$ cat src/rtl/alu_decode_stage.sv
// RV32I/M instruction decoder feeding a one-entry output register; divide and
// remainder entries are held back for a fixed number of cycles before release.
module alu_decode_stage #(
  parameter int EN_M       = 1,
  parameter int DIV_CYCLES = 8,
  parameter int ALUOP_W    = 5
) (
  input  logic               clk,
  input  logic               rst_n,
  input  logic               flush,
  input  logic               in_valid,
  output logic               in_ready,
  input  logic [31:0]        instr,
  output logic               out_valid,
  input  logic               out_ready,
  output logic [ALUOP_W-1:0] alu_control,
  output logic               data_type,
  output logic [1:0]         data_size,
  output logic               is_muldiv,
  output logic               illegal,
  output logic               busy
);

  localparam logic [1:0] ST_EMPTY = 2'd0;
  localparam logic [1:0] ST_FULL  = 2'd1;
  localparam logic [1:0] ST_WAIT  = 2'd2;

  localparam logic [6:0] OP_REG    = 7'b0110011;
  localparam logic [6:0] OP_IMM    = 7'b0010011;
  localparam logic [6:0] OP_LOAD   = 7'b0000011;
  localparam logic [6:0] OP_STORE  = 7'b0100011;
  localparam logic [6:0] OP_BRANCH = 7'b1100011;
  localparam logic [6:0] OP_JAL    = 7'b1101111;
  localparam logic [6:0] OP_JALR   = 7'b1100111;
  localparam logic [6:0] OP_LUI    = 7'b0110111;
  localparam logic [6:0] OP_AUIPC  = 7'b0010111;

  localparam logic [4:0] DIV_LOAD = 5'(DIV_CYCLES - 1);

  logic [6:0] opcode_s;
  logic [2:0] funct3_s;
  logic [6:0] funct7_s;
  logic       unused_s;

  logic [4:0] dec_code_s;
  logic       dec_dt_s;
  logic [1:0] dec_ds_s;
  logic       dec_md_s;
  logic       dec_ill_s;
  logic       dec_div_s;

  logic [1:0] state_q, state_d;
  logic [4:0] cnt_q, cnt_d;
  logic [4:0] code_q;
  logic       dt_q, md_q, ill_q;
  logic [1:0] ds_q;
  logic       accept_s;
  logic       load_s;

  assign opcode_s = instr[6:0];
  assign funct3_s = instr[14:12];
  assign funct7_s = instr[31:25];
  assign unused_s = ^{instr[24:15], instr[11:7]};

  // Instruction decode; illegal encodings collapse to the neutral field set.
  always_comb begin
    dec_code_s = 5'b00000;
    dec_dt_s   = 1'b0;
    dec_ds_s   = 2'b10;
    dec_md_s   = 1'b0;
    dec_ill_s  = 1'b0;
    case (opcode_s)
      OP_REG: begin
        if (funct7_s == 7'b0000000) begin
          case (funct3_s)
            3'b000:  dec_code_s = 5'b00000;
            3'b001:  dec_code_s = 5'b00010;
            3'b010:  dec_code_s = 5'b00011;
            3'b011:  dec_code_s = 5'b00100;
            3'b100:  dec_code_s = 5'b00101;
            3'b101:  dec_code_s = 5'b00110;
            3'b110:  dec_code_s = 5'b01000;
            3'b111:  dec_code_s = 5'b01001;
            default: dec_ill_s  = 1'b1;
          endcase
        end else if (funct7_s == 7'b0100000) begin
          case (funct3_s)
            3'b000:  dec_code_s = 5'b00001;
            3'b101:  dec_code_s = 5'b00111;
            default: dec_ill_s  = 1'b1;
          endcase
        end else if ((funct7_s == 7'b0000001) && (EN_M != 0)) begin
          dec_md_s = 1'b1;
          case (funct3_s)
            3'b000:  dec_code_s = 5'b10011;
            3'b001:  dec_code_s = 5'b10100;
            3'b010:  dec_code_s = 5'b10101;
            3'b011:  dec_code_s = 5'b10110;
            3'b100:  dec_code_s = 5'b10111;
            3'b101:  dec_code_s = 5'b11001;
            3'b110:  dec_code_s = 5'b11010;
            3'b111:  dec_code_s = 5'b11011;
            default: dec_ill_s  = 1'b1;
          endcase
        end else begin
          dec_ill_s = 1'b1;
        end
      end
      OP_IMM: begin
        case (funct3_s)
          3'b000: dec_code_s = 5'b00000;
          3'b010: dec_code_s = 5'b00011;
          3'b011: dec_code_s = 5'b00100;
          3'b100: dec_code_s = 5'b00101;
          3'b110: dec_code_s = 5'b01000;
          3'b111: dec_code_s = 5'b01001;
          3'b001: begin
            if (funct7_s == 7'b0000000) begin
              dec_code_s = 5'b00010;
            end else begin
              dec_ill_s = 1'b1;
            end
          end
          3'b101: begin
            if (funct7_s == 7'b0000000) begin
              dec_code_s = 5'b00110;
            end else if (funct7_s == 7'b0100000) begin
              dec_code_s = 5'b00111;
            end else begin
              dec_ill_s = 1'b1;
            end
          end
          default: dec_ill_s = 1'b1;
        endcase
      end
      OP_LOAD: begin
        case (funct3_s)
          3'b000:  dec_ds_s = 2'b00;
          3'b001:  dec_ds_s = 2'b01;
          3'b010:  dec_ds_s = 2'b10;
          3'b100:  begin dec_ds_s = 2'b00; dec_dt_s = 1'b1; end
          3'b101:  begin dec_ds_s = 2'b01; dec_dt_s = 1'b1; end
          default: dec_ill_s = 1'b1;
        endcase
      end
      OP_STORE: begin
        case (funct3_s)
          3'b000:  dec_ds_s  = 2'b00;
          3'b001:  dec_ds_s  = 2'b01;
          3'b010:  dec_ds_s  = 2'b10;
          default: dec_ill_s = 1'b1;
        endcase
      end
      OP_BRANCH: begin
        case (funct3_s)
          3'b000:  dec_code_s = 5'b01101;
          3'b001:  dec_code_s = 5'b01110;
          3'b100:  dec_code_s = 5'b01111;
          3'b101:  dec_code_s = 5'b10000;
          3'b110:  dec_code_s = 5'b10001;
          3'b111:  dec_code_s = 5'b10010;
          default: dec_ill_s  = 1'b1;
        endcase
      end
      OP_JAL:   dec_code_s = 5'b11000;
      OP_JALR: begin
        if (funct3_s == 3'b000) begin
          dec_code_s = 5'b11101;
        end else begin
          dec_ill_s = 1'b1;
        end
      end
      OP_LUI:   dec_code_s = 5'b11100;
      OP_AUIPC: dec_code_s = 5'b11110;
      default:  dec_ill_s  = 1'b1;
    endcase
    if (dec_ill_s) begin
      dec_code_s = 5'b00000;
      dec_dt_s   = 1'b0;
      dec_ds_s   = 2'b10;
      dec_md_s   = 1'b0;
    end else begin
      dec_code_s = dec_code_s;
    end
  end

  // DIV/DIVU/REM/REMU are the RV32M encodings with funct3[2] set.
  assign dec_div_s = dec_md_s & funct3_s[2];

  assign in_ready = rst_n & ~flush &
                    ((state_q == ST_EMPTY) | ((state_q == ST_FULL) & out_ready));
  assign accept_s = in_valid & in_ready;

  // Next-state logic for the EMPTY/FULL/WAIT handshake and divide hold counter.
  always_comb begin
    state_d = state_q;
    cnt_d   = cnt_q;
    load_s  = 1'b0;
    if (flush) begin
      state_d = ST_EMPTY;
      cnt_d   = 5'd0;
    end else begin
      case (state_q)
        ST_EMPTY, ST_FULL: begin
          if (accept_s) begin
            load_s = 1'b1;
            if (dec_div_s) begin
              state_d = ST_WAIT;
              cnt_d   = DIV_LOAD;
            end else begin
              state_d = ST_FULL;
              cnt_d   = 5'd0;
            end
          end else if ((state_q == ST_FULL) && out_ready) begin
            state_d = ST_EMPTY;
          end else begin
            state_d = state_q;
          end
        end
        ST_WAIT: begin
          if (cnt_q == 5'd0) begin
            state_d = ST_FULL;
          end else begin
            cnt_d = cnt_q - 5'd1;
          end
        end
        default: begin
          state_d = ST_EMPTY;
          cnt_d   = 5'd0;
        end
      endcase
    end
  end

  // State, counter and decoded-field registers.
  always_ff @(posedge clk or negedge rst_n) begin
    if (!rst_n) begin
      state_q <= ST_EMPTY;
      cnt_q   <= 5'd0;
      code_q  <= 5'd0;
      dt_q    <= 1'b0;
      ds_q    <= 2'b10;
      md_q    <= 1'b0;
      ill_q   <= 1'b0;
    end else begin
      state_q <= state_d;
      cnt_q   <= cnt_d;
      if (load_s) begin
        code_q <= dec_code_s;
        dt_q   <= dec_dt_s;
        ds_q   <= dec_ds_s;
        md_q   <= dec_md_s;
        ill_q  <= dec_ill_s;
      end
    end
  end

  assign out_valid   = (state_q == ST_FULL);
  assign busy        = (state_q == ST_WAIT);
  assign alu_control = ALUOP_W'(code_q);
  assign data_type   = dt_q;
  assign data_size   = ds_q;
  assign is_muldiv   = md_q;
  assign illegal     = ill_q;

endmodule

$ cat config.mk
export PLATFORM = sky130hd
export DESIGN_NAME = alu_decode_stage
export DESIGN_NICKNAME = d
export VERILOG_FILES = /design/src/rtl/alu_decode_stage.sv
export SDC_FILE = /design/constraint.sdc
export NUM_CORES = 1
export LEC_CHECK = 0
export BUFFER_PORTS_ARGS = -buffer_cell sky130_fd_sc_hd__buf_4
export CORE_MARGIN = 2
export CORE_UTILIZATION = 53
export CTS_BUF_LIST = sky130_fd_sc_hd__clkbuf_8
export DETAILED_ROUTE_END_ITERATION = 8
export GPL_ROUTABILITY_DRIVEN = 1
export PLACE_DENSITY = 0.85
export SLEW_MARGIN = 20
export SYNTH_ARGS = -nofsm -noshare
export SYNTH_HDL_FRONTEND = slang
export SYNTH_SLANG_ARGS = --single-unit
$ cat constraint.sdc
create_clock -name clk -period 2.7 [get_ports clk]
set_input_delay 0.54 -clock clk [delete_from_list [all_inputs] [get_ports clk]]
set_output_delay 0.54 -clock clk [all_outputs]
set_load 0.1 [all_outputs]
* Word level (Yosys, flattened, before mapping)
Memories as Yosys holds them, arrays and structs flattened. Index checks and enable logic that the tools add are counted.
Storage, ports and cells: ROM bits 64, register bits 17, bits of input ports 37, word-level logic and storage cells 108, memories kept 2
Cells by class: multiplexer cells 51, add/sub/neg operators 1, bitwise logic cells 7, reductions and logical operators 16, eq/ne operators 24
Memory list:
- (no name shown) | depth 8, bits a word 4, rd ports 1, clocked after memory_dff 0, wr ports 0, RTL line 75 | case (funct3_s)
- (no name shown) | depth 8, bits a word 4, rd ports 1, clocked after memory_dff 0, wr ports 0, RTL line 94 | case (funct3_s)
Operators with widths (count):
- 2-to-1 mux 5 bit | 8
- case mux 5 bit (8 select lines) | 1
- case mux 5 bit (7 select lines) | 1
- case mux 5 bit (6 select lines) | 1
- equality test 7 x 6 -> 1 bit, second input constant | 4
- 2-to-1 mux 1 bit | 22
- equality test 7 bit, second input constant | 3
- case mux 2 bit (2 select lines) | 4
- equality test 7 x 5 -> 1 bit, second input constant | 2
- 2-to-1 mux 2 bit | 7
- equality test 3 bit, second input constant | 4
- case mux 5 bit (2 select lines) | 1
- OR reduction 2 bit | 5
- 2-to-1 mux 3 bit | 3
- equality test 7 x 1 -> 1 bit, second input constant | 1
- equality test 7 x 2 -> 1 bit, second input constant | 1
- logical NOT 7 bit | 1
- case mux 1 bit (7 select lines) | 1
- equality test 3 x 2 -> 1 bit, second input constant | 2
- != test 3 bit, second input constant | 2
- case mux 3 bit (2 select lines) | 1
- OR reduction 3 bit | 2
- OR reduction 6 bit | 1
- bitwise AND 1 bit | 5
- 15 further kinds | 16

* Depth between registers and ports, before layout
Gate-level depths: netlist (run 1).
word-level depth 12, depth in mapped cells 9

* Least setup slack after synthesis (run 1)
No wires, ideal clock.
path type input port to output port, start point input flush, end point output in_ready, stages 2, slack -1.717 ns, required time 2.160 ns, data arrival time 3.877 ns, buffers on the path 1, path through clkbuf_1 nor4b_1
On the way: longest elaborated chain between the ends 3
RTL lines:
- start: declaration | RTL line 10 | input logic flush,
- NOT 1 bit | RTL line 190 | assign in_ready = rst_n & ~flush &
- bitwise AND 1 bit (2 in series) | RTL line 190
- end: declaration | RTL line 12 | output logic in_ready,
No other way between the ends.

* Worst setup path in the final report (run 1)
start point input instr[13], end point register ds_q[1], in the netlist data_size[1]
On the way: longest elaborated chain between the ends 7, elaborated cells between the ends (all ways) 26, classes of those cells eq/ne: 6; mux: 13; reduce/logical: 7
RTL lines:
- start: declaration | RTL line 13 | input logic [31:0] instr,
- equality test 3 bit or logical NOT 3 bit (tied branches)
- OR reduction 2 bit (no source line)
- 2-to-1 mux 1 bit | RTL line 87 | case (funct3_s)
- 2-to-1 mux 1 bit | RTL line 86 | end else if (funct7_s == 7'b0100000) begin
- 2-to-1 mux 1 bit | RTL line 74 | if (funct7_s == 7'b0000000) begin
- case mux 1 bit (7 select lines) | RTL line 72 | case (opcode_s)
- 2-to-1 mux 2 bit * | RTL line 177 | if (dec_ill_s) begin
- end signal: assignment | RTL line 251 | ds_q <= dec_ds_s;
- end: declaration | RTL line 56 | logic [1:0] ds_q;
Every way passes the cells marked *; elsewhere a longest branch is shown, timed or not. A chain may end at the register's enable or synchronous reset.

==> results of run 1 <==
logic make-up after synthesis:
logic type / count (synthesis) / synth area share [%]
simple gates: 81 / 31.0
compound gates: 61 / 25.8
buf+inv: 22 / 5.41
flops: 17 / 27.5
fa+ha+maj: 9 / 7.27
xor+xnor: 3 / 1.70
mux: 2 / 1.29
stage by stage:
step           cell area, um2  power (mW)  worst slack [ns]  util (%)  instances
6_report                 1910       0.616             0.383      69.2        259
5_1_grt                  1910       0.647             0.233      69.2        259
4_1_cts                  1910       0.621             0.404      69.2        259
3_5_place_dp             1860       0.426             0.122      67.5        255
3_3_place_gp             1860       0.424             0.156      67.5        255
2_1_floorplan            1560       0.366             0.276         -        195
metal layers:
layer | wire [um] | part of all wire [%] | global-route usage (%)
met1 | 1630 | 43 | 29.7
met2 | 1820 | 48 | 39.8
met3 | 290 | 7.6 | 1.34
met4 | 68 | 1.8 | 13.0
met5 | 0 | 0 | 0
layout by cell type (no fill, tap or decap), types with 2 or more instances in the layout:
| cell | n |
|---|---|
| a2111oi_0 | 2 |
| a211oi_1 | 4 |
| a21oi_1 | 11 |
| a22o_1 | 2 |
| a311oi_1 | 2 |
| a31oi_1 | 3 |
| and3_1 | 2 |
| buf_4 | 40 |
| clkbuf_8 | 3 |
| dfrtp_1 | 16 |
| ha_1 | 9 |
| inv_1 | 11 |
| mux2i_1 | 2 |
| nand2_1 | 14 |
| nand2b_1 | 4 |
| nand3_1 | 2 |
| nand3b_1 | 3 |
| nand4_1 | 2 |
| nor2_1 | 18 |
| nor2b_1 | 7 |
| nor3_1 | 9 |
| nor3b_1 | 2 |
| nor4b_1 | 2 |
| o21ai_0 | 8 |
| o21ai_1 | 9 |
| o22a_1 | 3 |
| o22ai_1 | 5 |
| or2_2 | 3 |
| or4_4 | 3 |
| xnor2_1 | 3 |
sequential cells by signal (all words and copies together) (netlist names):
signal	flops
is_muldiv	1
cnt_q	5
data_size	2
illegal	1
state_q	2
data_type	1
alu_control	5
report_power, final:
part | total, mW | leakage, nW | switching (mW) | internal [mW]
clock | 0.193 | 0.0217 | 0.0891 | 0.104
combinational | 0.163 | 0.595 | 0.0984 | 0.0644
sequential | 0.260 | 0.228 | 0.00227 | 0.258
total | 0.616 | 0.845 | 0.190 | 0.426
final timing paths:
kind	from	to	slack, ns	cells after the start
min reg2reg	is_muldiv$_DFFE_PN0P_	is_muldiv$_DFFE_PN0P_	0.49	2
max in group asynchronous	rst_n	cnt_q[0]$_DFFE_PN0P_	2.26	2
max	instr[13]	data_size[1]$_DFFE_PN1P_	0.38	9
max reg2reg	cnt_q[0]$_DFFE_PN0P_	cnt_q[4]$_DFFE_PN0P_	0.59	8
min	rst_n	illegal$_DFFE_PN0P_	0.08	1
min in group clk	is_muldiv$_DFFE_PN0P_	is_muldiv$_DFFE_PN0P_	0.49	2
layout make-up:
class | count | share of cell area, %
multi-input combinational | 156 | 55.2
sequential | 17 | 22.3
tap | 31 | 2.03
clock buffer | 3 | 2.16
clock inverter | 1 | 0.393
timing repair buffer | 40 | 15.7
inverter | 11 | 2.16
Yosys cell counts (all sizes together) (5+ instances only):
library cell / instances
a21oi: 11
clkbuf: 10
dfrtp: 16
ha: 9
inv: 11
nand2: 14
nor2: 19
nor2b: 7
nor3: 9
o21ai: 17
o22ai: 5
==> metrics.txt, run 1 <==
layout cells sized above 1 24.1%; fmax roughly 430 MHz; slowest CP cell or4_4; filler instances around 240; root buffer cell clkbuf_8; Synth Warn # 0; Routed Antenna Nets 0; area grow syn2layout 23.3%; HP Class in2async; gpl congestion 0.929; max-cap violation count 0; Sum Neg Setup Slack 0 ns; RSZ-0062 raised after global routing false; CP startpoint kind primary input; total congestion overflow 0; antenna violations before repair 0; number of synthesized flops with an enable pin 0; Cell Area, Synth 1550 um2; NumNets Final between 200 and 300; cell row count 19; slowest stage delay, CP 0.59 ns; clock buffer depth 2; DR vias/cell 6.25; Die Height roughly 58 um; final worst path period need 2.32 ns; PwrDens 323 nW/um2; Sink Count 17; setup violators final 0; asr flop ratio synth 100%; DR vias 1619; hold_ws approximately 0.084 ns; Mapped Nets 241; cts hold-fix bufs 0; final hold violation count 0; H-tree depth 1; flip-flop and latch area 427 um2; diode count 0; Worst Clk Skew ~0.0042 ns; DRT Pass-1 Iters 4; maximum fanout along the worst path 7; clk_lat worst skew about 0.26 ns; Ports 50; total CTS buffers 3; Initial DRC Count between 100 and 150; Worst Setup Path Type in2reg; Die ar. 3370 um2; Peak VDD IR 0.000330 V; setup bufs post-CTS 0; Cells after Synth 195; fin. max-slew vios 0; multi-input logic area 1050 um2; CP arrival 2.51 ns; Synth area leader dfrtp_1; number of synthesized register bits 17; Mean Syn Cell Area approximately 7.9 um2; vias in the first global route 1458; drc violations 0; synth unique cells between 50 and 60; Pleak about 0.85 nW; Primary FF master, synth dfrtp_1; CTS tree done; first-pass GRT wire length 6200 um; number of buffers and inverters on the critical path 2; top cell type's share of synthesized area 25.8%; IO buf count 34; Initial Util 56.2%; Synth area leaders dfrtp_1 (26%), ha_1 (7.3%), nor2_1 (4.4%); Total GRT Usage 23.4%; crit share post-route between 80% and 90%; critical path endpoint category flip-flop; Resized Gates After CTS 0; largest net degree at the start of global routing 21; drt total wl 3810 um; Worst EP required 2.89 ns; Top Family by Delay on Critical Path simple AND/OR/NAND/NOR gates; dpl hpwl 3000 um; Die Wd 58.1 um; Max-slew headroom 65.9%; Worst Tran Pin Value 0.508 ns; status finished, final reports clean; sequential area share after synthesis 27.5%; clk slew on worst S/H paths about 0.07 ns; CP Cell Sequence buf_4 > inv_1 > ha_1 > mux2i_1 > o21ai_0 > and3_1 > nor3_1 > or4_4 > o22a_1; CORE AREA 2760 um2; Avg WL per Cell 14.7 um
Note: power is estimated with default switching activity, not from simulation.
==> run 2: changes to the inputs <==
- PLACE_DENSITY: 0.85 -> 0.9
- RECOVER_POWER: unset -> 100
==> run 2 against run 1 <==
Effect of this change:
- final area is 3.9% lower
- clock skew decreased by 0.0032 ns
- total power down 1.5%
- utilization is 2.7 points lower
- maximum frequency shrank 5.1%
- critical path type unchanged
- largest cell class unchanged
- largest power group unchanged
==> metrics.txt, run 2 (synthesis results as in run 1) <==
Resized Gates After CTS 0; Avg WL per Cell 15.1 um; root buffer cell clkbuf_8; DRT Pass-1 Iters 4; clk_lat worst skew 0.25 ns; maximum fanout along the worst path 5; DR vias 1626; CTS tree done; crit share post-route roughly nine tenths; dpl hpwl 3070 um; Sum Neg Setup Slack 0 ns; PwrDens 331 nW/um2; setup bufs post-CTS 0; RSZ-0062 raised after global routing false; total congestion overflow 0; Die Height 58.1 um; status finished, final reports clean; DR vias/cell between 6 and 7; final hold violation count 0; sw frac between 30% and 40%; Worst Tran Pin Value between 1 and 1.5 ns; clock buffer depth 2; first-pass GRT wire length 6600 um; Worst Setup Path Type in2reg; IO buf count 34; Util after Layout between 60% and 70%; Worst EP required about 2.9 ns; NumNets Final 274; fmax 410 MHz; Comb pwr share 26.2%; Routed Antenna Nets 0; Reg power frac 42.9%; H-tree depth 1; final worst path period need 2.44 ns; Sink Count 17; most used cells in the layout excluding fill and tap cells buf_4 (23), nor2_1 (18), o21ai_0 (16), dfrtp_1 (16), nand2_1 (14); largest net degree at the start of global routing 21; drc violations 0; antenna violations before repair 0; r2r endpoint data_size[1]$_DFFE_PN1P_; internal reg-to-reg setup slack 0.53 ns; Int Pwr 421 uW; vias in the first global route 1515; clock share of power 30.9%; Worst Reg-to-Reg Cells 5; cell row count 19; clk slew on worst S/H paths 0.06 ns; Max-slew headroom 22.4%; cts hold-fix bufs 0; Total GRT Usage between 20 and 25%; Peak VDD IR 0.000395 V; NetSw 187 uW; CP startpoint kind primary input; critical path endpoint category flip-flop; max-cap violation count 0; drt total wl 3910 um; Pleak 0.791 nW; CORE AREA 2760 um2; Initial DRC Count between 100 and 150; Ports 50; area grow syn2layout 18.5%; CP arrival between 2 and 3 ns; setup violators final 0; HP Class in2async; diode count 0; Initial Util 56.2%; Worst Clk Skew 0.000926 ns; Die Wd 58.1 um; layout cells sized above 1 17.2%; most common cell after layout, fill and taps aside buf_4; reg2reg start state_q[1]$_DFFE_PN0P_; gpl congestion 0.967; fin. max-slew vios 0; total CTS buffers 3; Die ar. 3370 um2
[run 2: worst max-delay path by stage]
| stage | start | end | cells after the start |
|---|---|---|---|
| 2_1_floorplan | state_q[1]$_DFFE_PN0P_ | out_valid | 2 |
| 3_3_place_gp | instr[12] | data_size[1]$_DFFE_PN1P_ | 8 |
| 3_5_place_dp | instr[12] | data_size[1]$_DFFE_PN1P_ | 8 |
| 4_1_cts | instr[12] | data_size[1]$_DFFE_PN1P_ | 8 |
| 5_1_grt | instr[12] | state_q[1]$_DFFE_PN0P_ | 8 |
| 6_report | instr[12] | data_size[1]$_DFFE_PN1P_ | 8 |
[run 2: metal layers]
metal	global-route usage [%]	vias up	wire length [um]	part of all wire [%]
li1	-	777	-	-
met1	30.0	746	1590	41
met2	43.8	93	1920	49
met3	2.23	10	306	7.8
met4	12.6	0	90	2.3
met5	0	-	0	0
[run 2: cell type report]
type	count	area, um2
Timing Repair Buffer	39	236
Inverter	11	41.3
Multi-Input combinational cell	156	1050
Fill cell	255	922
Tap cell	31	38.8
Clock buffer	3	41.3
Sequential cell	17	427
Clock inverter	1	5.00
[run 2: worst max-delay path: stages]
cell and delay [ns]:
buf_4 0.13, inv_1 0.15, ha_1 0.25, nor2b_1 0.30, nor2_1 0.09, a211o_1 0.31
or4_1 0.62, o22a_1 0.22
[run 2: power by group through the flow]
stage | Sequential [mW] | Clock, mW | Combinational, mW
detailed placement | 0.265 | 0 | 0.161
floorplan | 0.275 | 0 | 0.0912
CTS | 0.261 | 0.190 | 0.161
global placement | 0.265 | 0 | 0.157
global route | 0.261 | 0.205 | 0.173
finish | 0.261 | 0.188 | 0.159
[run 2: metrics by stage]
step | hold slack (ns) | instance area, um2 | std cells | total power, mW | setup slack, ns
floorplan | 0.244 | 1560 | 195 | 0.366 | 0.276
global placement | 0.349 | 1850 | 254 | 0.422 | 0.165
detailed placement | 0.351 | 1850 | 254 | 0.426 | 0.0842
CTS | 0.0790 | 1900 | 258 | 0.611 | 0.355
global route | 0.163 | 1840 | 258 | 0.639 | 0.149
finish | 0.154 | 1840 | 258 | 0.607 | 0.260
==> run 3: changes to the inputs <==
- CORE_MARGIN: 2 -> unset
==> run 3 against run 2 <==
Effect of this change:
- count of clock-buffer cells in the layout is the same
- wire length shrank 4.6%
- flip-flop and latch count is the same
- largest cell class unchanged
==> metrics.txt, run 3 (synthesis results as in run 1) <==
vias in the first global route 1535; Initial DRC Count about 130; PwrDens 322 nW/um2; DR vias/cell approximately 6.3; pre-CTS setup slack between 0.15 and 0.2 ns; max-cap violation count 0; diode count 0; Avg WL per Cell about 14 um; final worst path period need 2.43 ns; CP Cell Sequence clkbuf_4 > or4_1 > nor2_8 > nor4b_1 > nor3_1 > or4_4 > o22a_1; DRT Pass-1 Iters 4; Die Wd 56.1 um; total CTS buffers 3; crit path setup slack, layout 0.266 ns; first-pass GRT wire length 6460 um; CTS tree done; Worst EP required 2.87 ns; slowest stage delay, CP 0.61 ns; Top Family by Delay on Critical Path simple AND/OR/NAND/NOR gates; Worst Clk Skew 0.000887 ns; CP arrival 2.61 ns; clk_lat worst skew approximately 0.24 ns; flip-flop and latch area 427 um2; H-tree depth 1; cell row count 19; GR Layer Usage met1 31.4%; Initial Util 56.2%; GR Util met3 0.930%; most used cells in the layout excluding fill and tap cells buf_4 (25), nor2_1 (18), dfrtp_1 (16), nand2_1 (14); slowest CP cell or4_1; number of buffers and inverters on the critical path 1; Worst Reg-to-Reg Cells 8; crit share post-route 90.2%; DR vias 1629; Resized Gates After CTS 0; filler instances 244; Worst Tran Pin Value 1.19 ns; status finished, final reports clean; global routing usage on met2 between 40% and 50%; Sink Count 17; fin. max-slew vios 0; Worst Setup Path Type in2reg; multi-input logic area between 1000 and 1500 um2; NumNets Final 276; drc violations 0; CORE AREA between 2000 and 3000 um2; dpl hpwl 2880 um; Max-slew headroom about a fifth; maximum fanout along the worst path 8; setup bufs post-CTS 0; total congestion overflow 0; Peak VDD IR 0.000300 V; WP depth 7; CP startpoint kind primary input; Die Height 56.1 um; Routed Antenna Nets 0; critical path endpoint category flip-flop; IO buf count 34; largest net degree at the start of global routing 21; Ports 50; clk slew on worst S/H paths 0.06 ns; hold_ws 0.174 ns; Most Crowded Layer GR met2; antenna violations before repair 0; cts hold-fix bufs 0; fmax between 400 and 500 MHz; final hold violation count 0; clock buffer depth 2; drt total wl 3730 um; Pleak 0.803 nW; area grow syn2layout 19.2%; RSZ-0062 raised after global routing false; most common cell after layout, fill and taps aside buf_4; root buffer cell clkbuf_8; layout cells sized above 1 between 15 and 20%; Sum Neg Setup Slack 0 ns; HP Class in2async; Total GRT Usage 24.8%; Die ar. 3140 um2; setup violators final 0; gpl congestion 0.934
-- run 3: cell count changes in the layout (fill, tap and decap cells not counted), sizes merged --
cell    delta
buf        +2
clkinv     -1
inv        +1
-- run 3: final timing paths --
path / startpoint / to / slack [ns]
hold / removal: rst_n / state_q[0]$_DFFE_PN0P_ / 0.17
max in group asynchronous: rst_n / cnt_q[1]$_DFFE_PN0P_ / 1.66
min in group clk: is_muldiv$_DFFE_PN0P_ / is_muldiv$_DFFE_PN0P_ / 0.48
hold reg to reg: is_muldiv$_DFFE_PN0P_ / is_muldiv$_DFFE_PN0P_ / 0.48
setup / recovery: instr[28] / data_size[1]$_DFFE_PN1P_ / 0.27
setup reg to reg: cnt_q[0]$_DFFE_PN0P_ / cnt_q[4]$_DFFE_PN0P_ / 0.56
-- run 3: layout make-up --
class	instances	area share, %
Multi-Input combinational cell	156	56.3
Sequential cell	17	23.1
Timing Repair Buffer	41	13.8
Clock buffer	3	2.24
Inverter	11	2.24
Tap cell	31	2.10
Clock inverter	1	0.203
-- run 3: layer usage --
metal  part of all wire, %  wire length (um)  vias up
met2                    49              1830       70
met5                     0                 0        -
met3                   5.3               199       14
li1                      -                 -      788
met4                   3.3               124        0
met1                    42              1580      757
-- run 3: report_power, final --
group	total (mW)	switching, mW	internal (mW)
registers	0.260	0.00226	0.258
logic	0.158	0.0972	0.0612
clock network	0.177	0.0761	0.100
-- run 3: per-stage QoR --
step / std cells / power (mW) / cell area, um2 / utilization (%)
after floorplan: 195 / 0.366 / 1560 / -
after global placement: 256 / 0.423 / 1870 / 67.7
after detailed placement: 256 / 0.426 / 1870 / 67.7
after CTS: 260 / 0.599 / 1910 / 69.4
after global routing: 260 / 0.624 / 1850 / 67.0
final: 260 / 0.595 / 1850 / 67.0
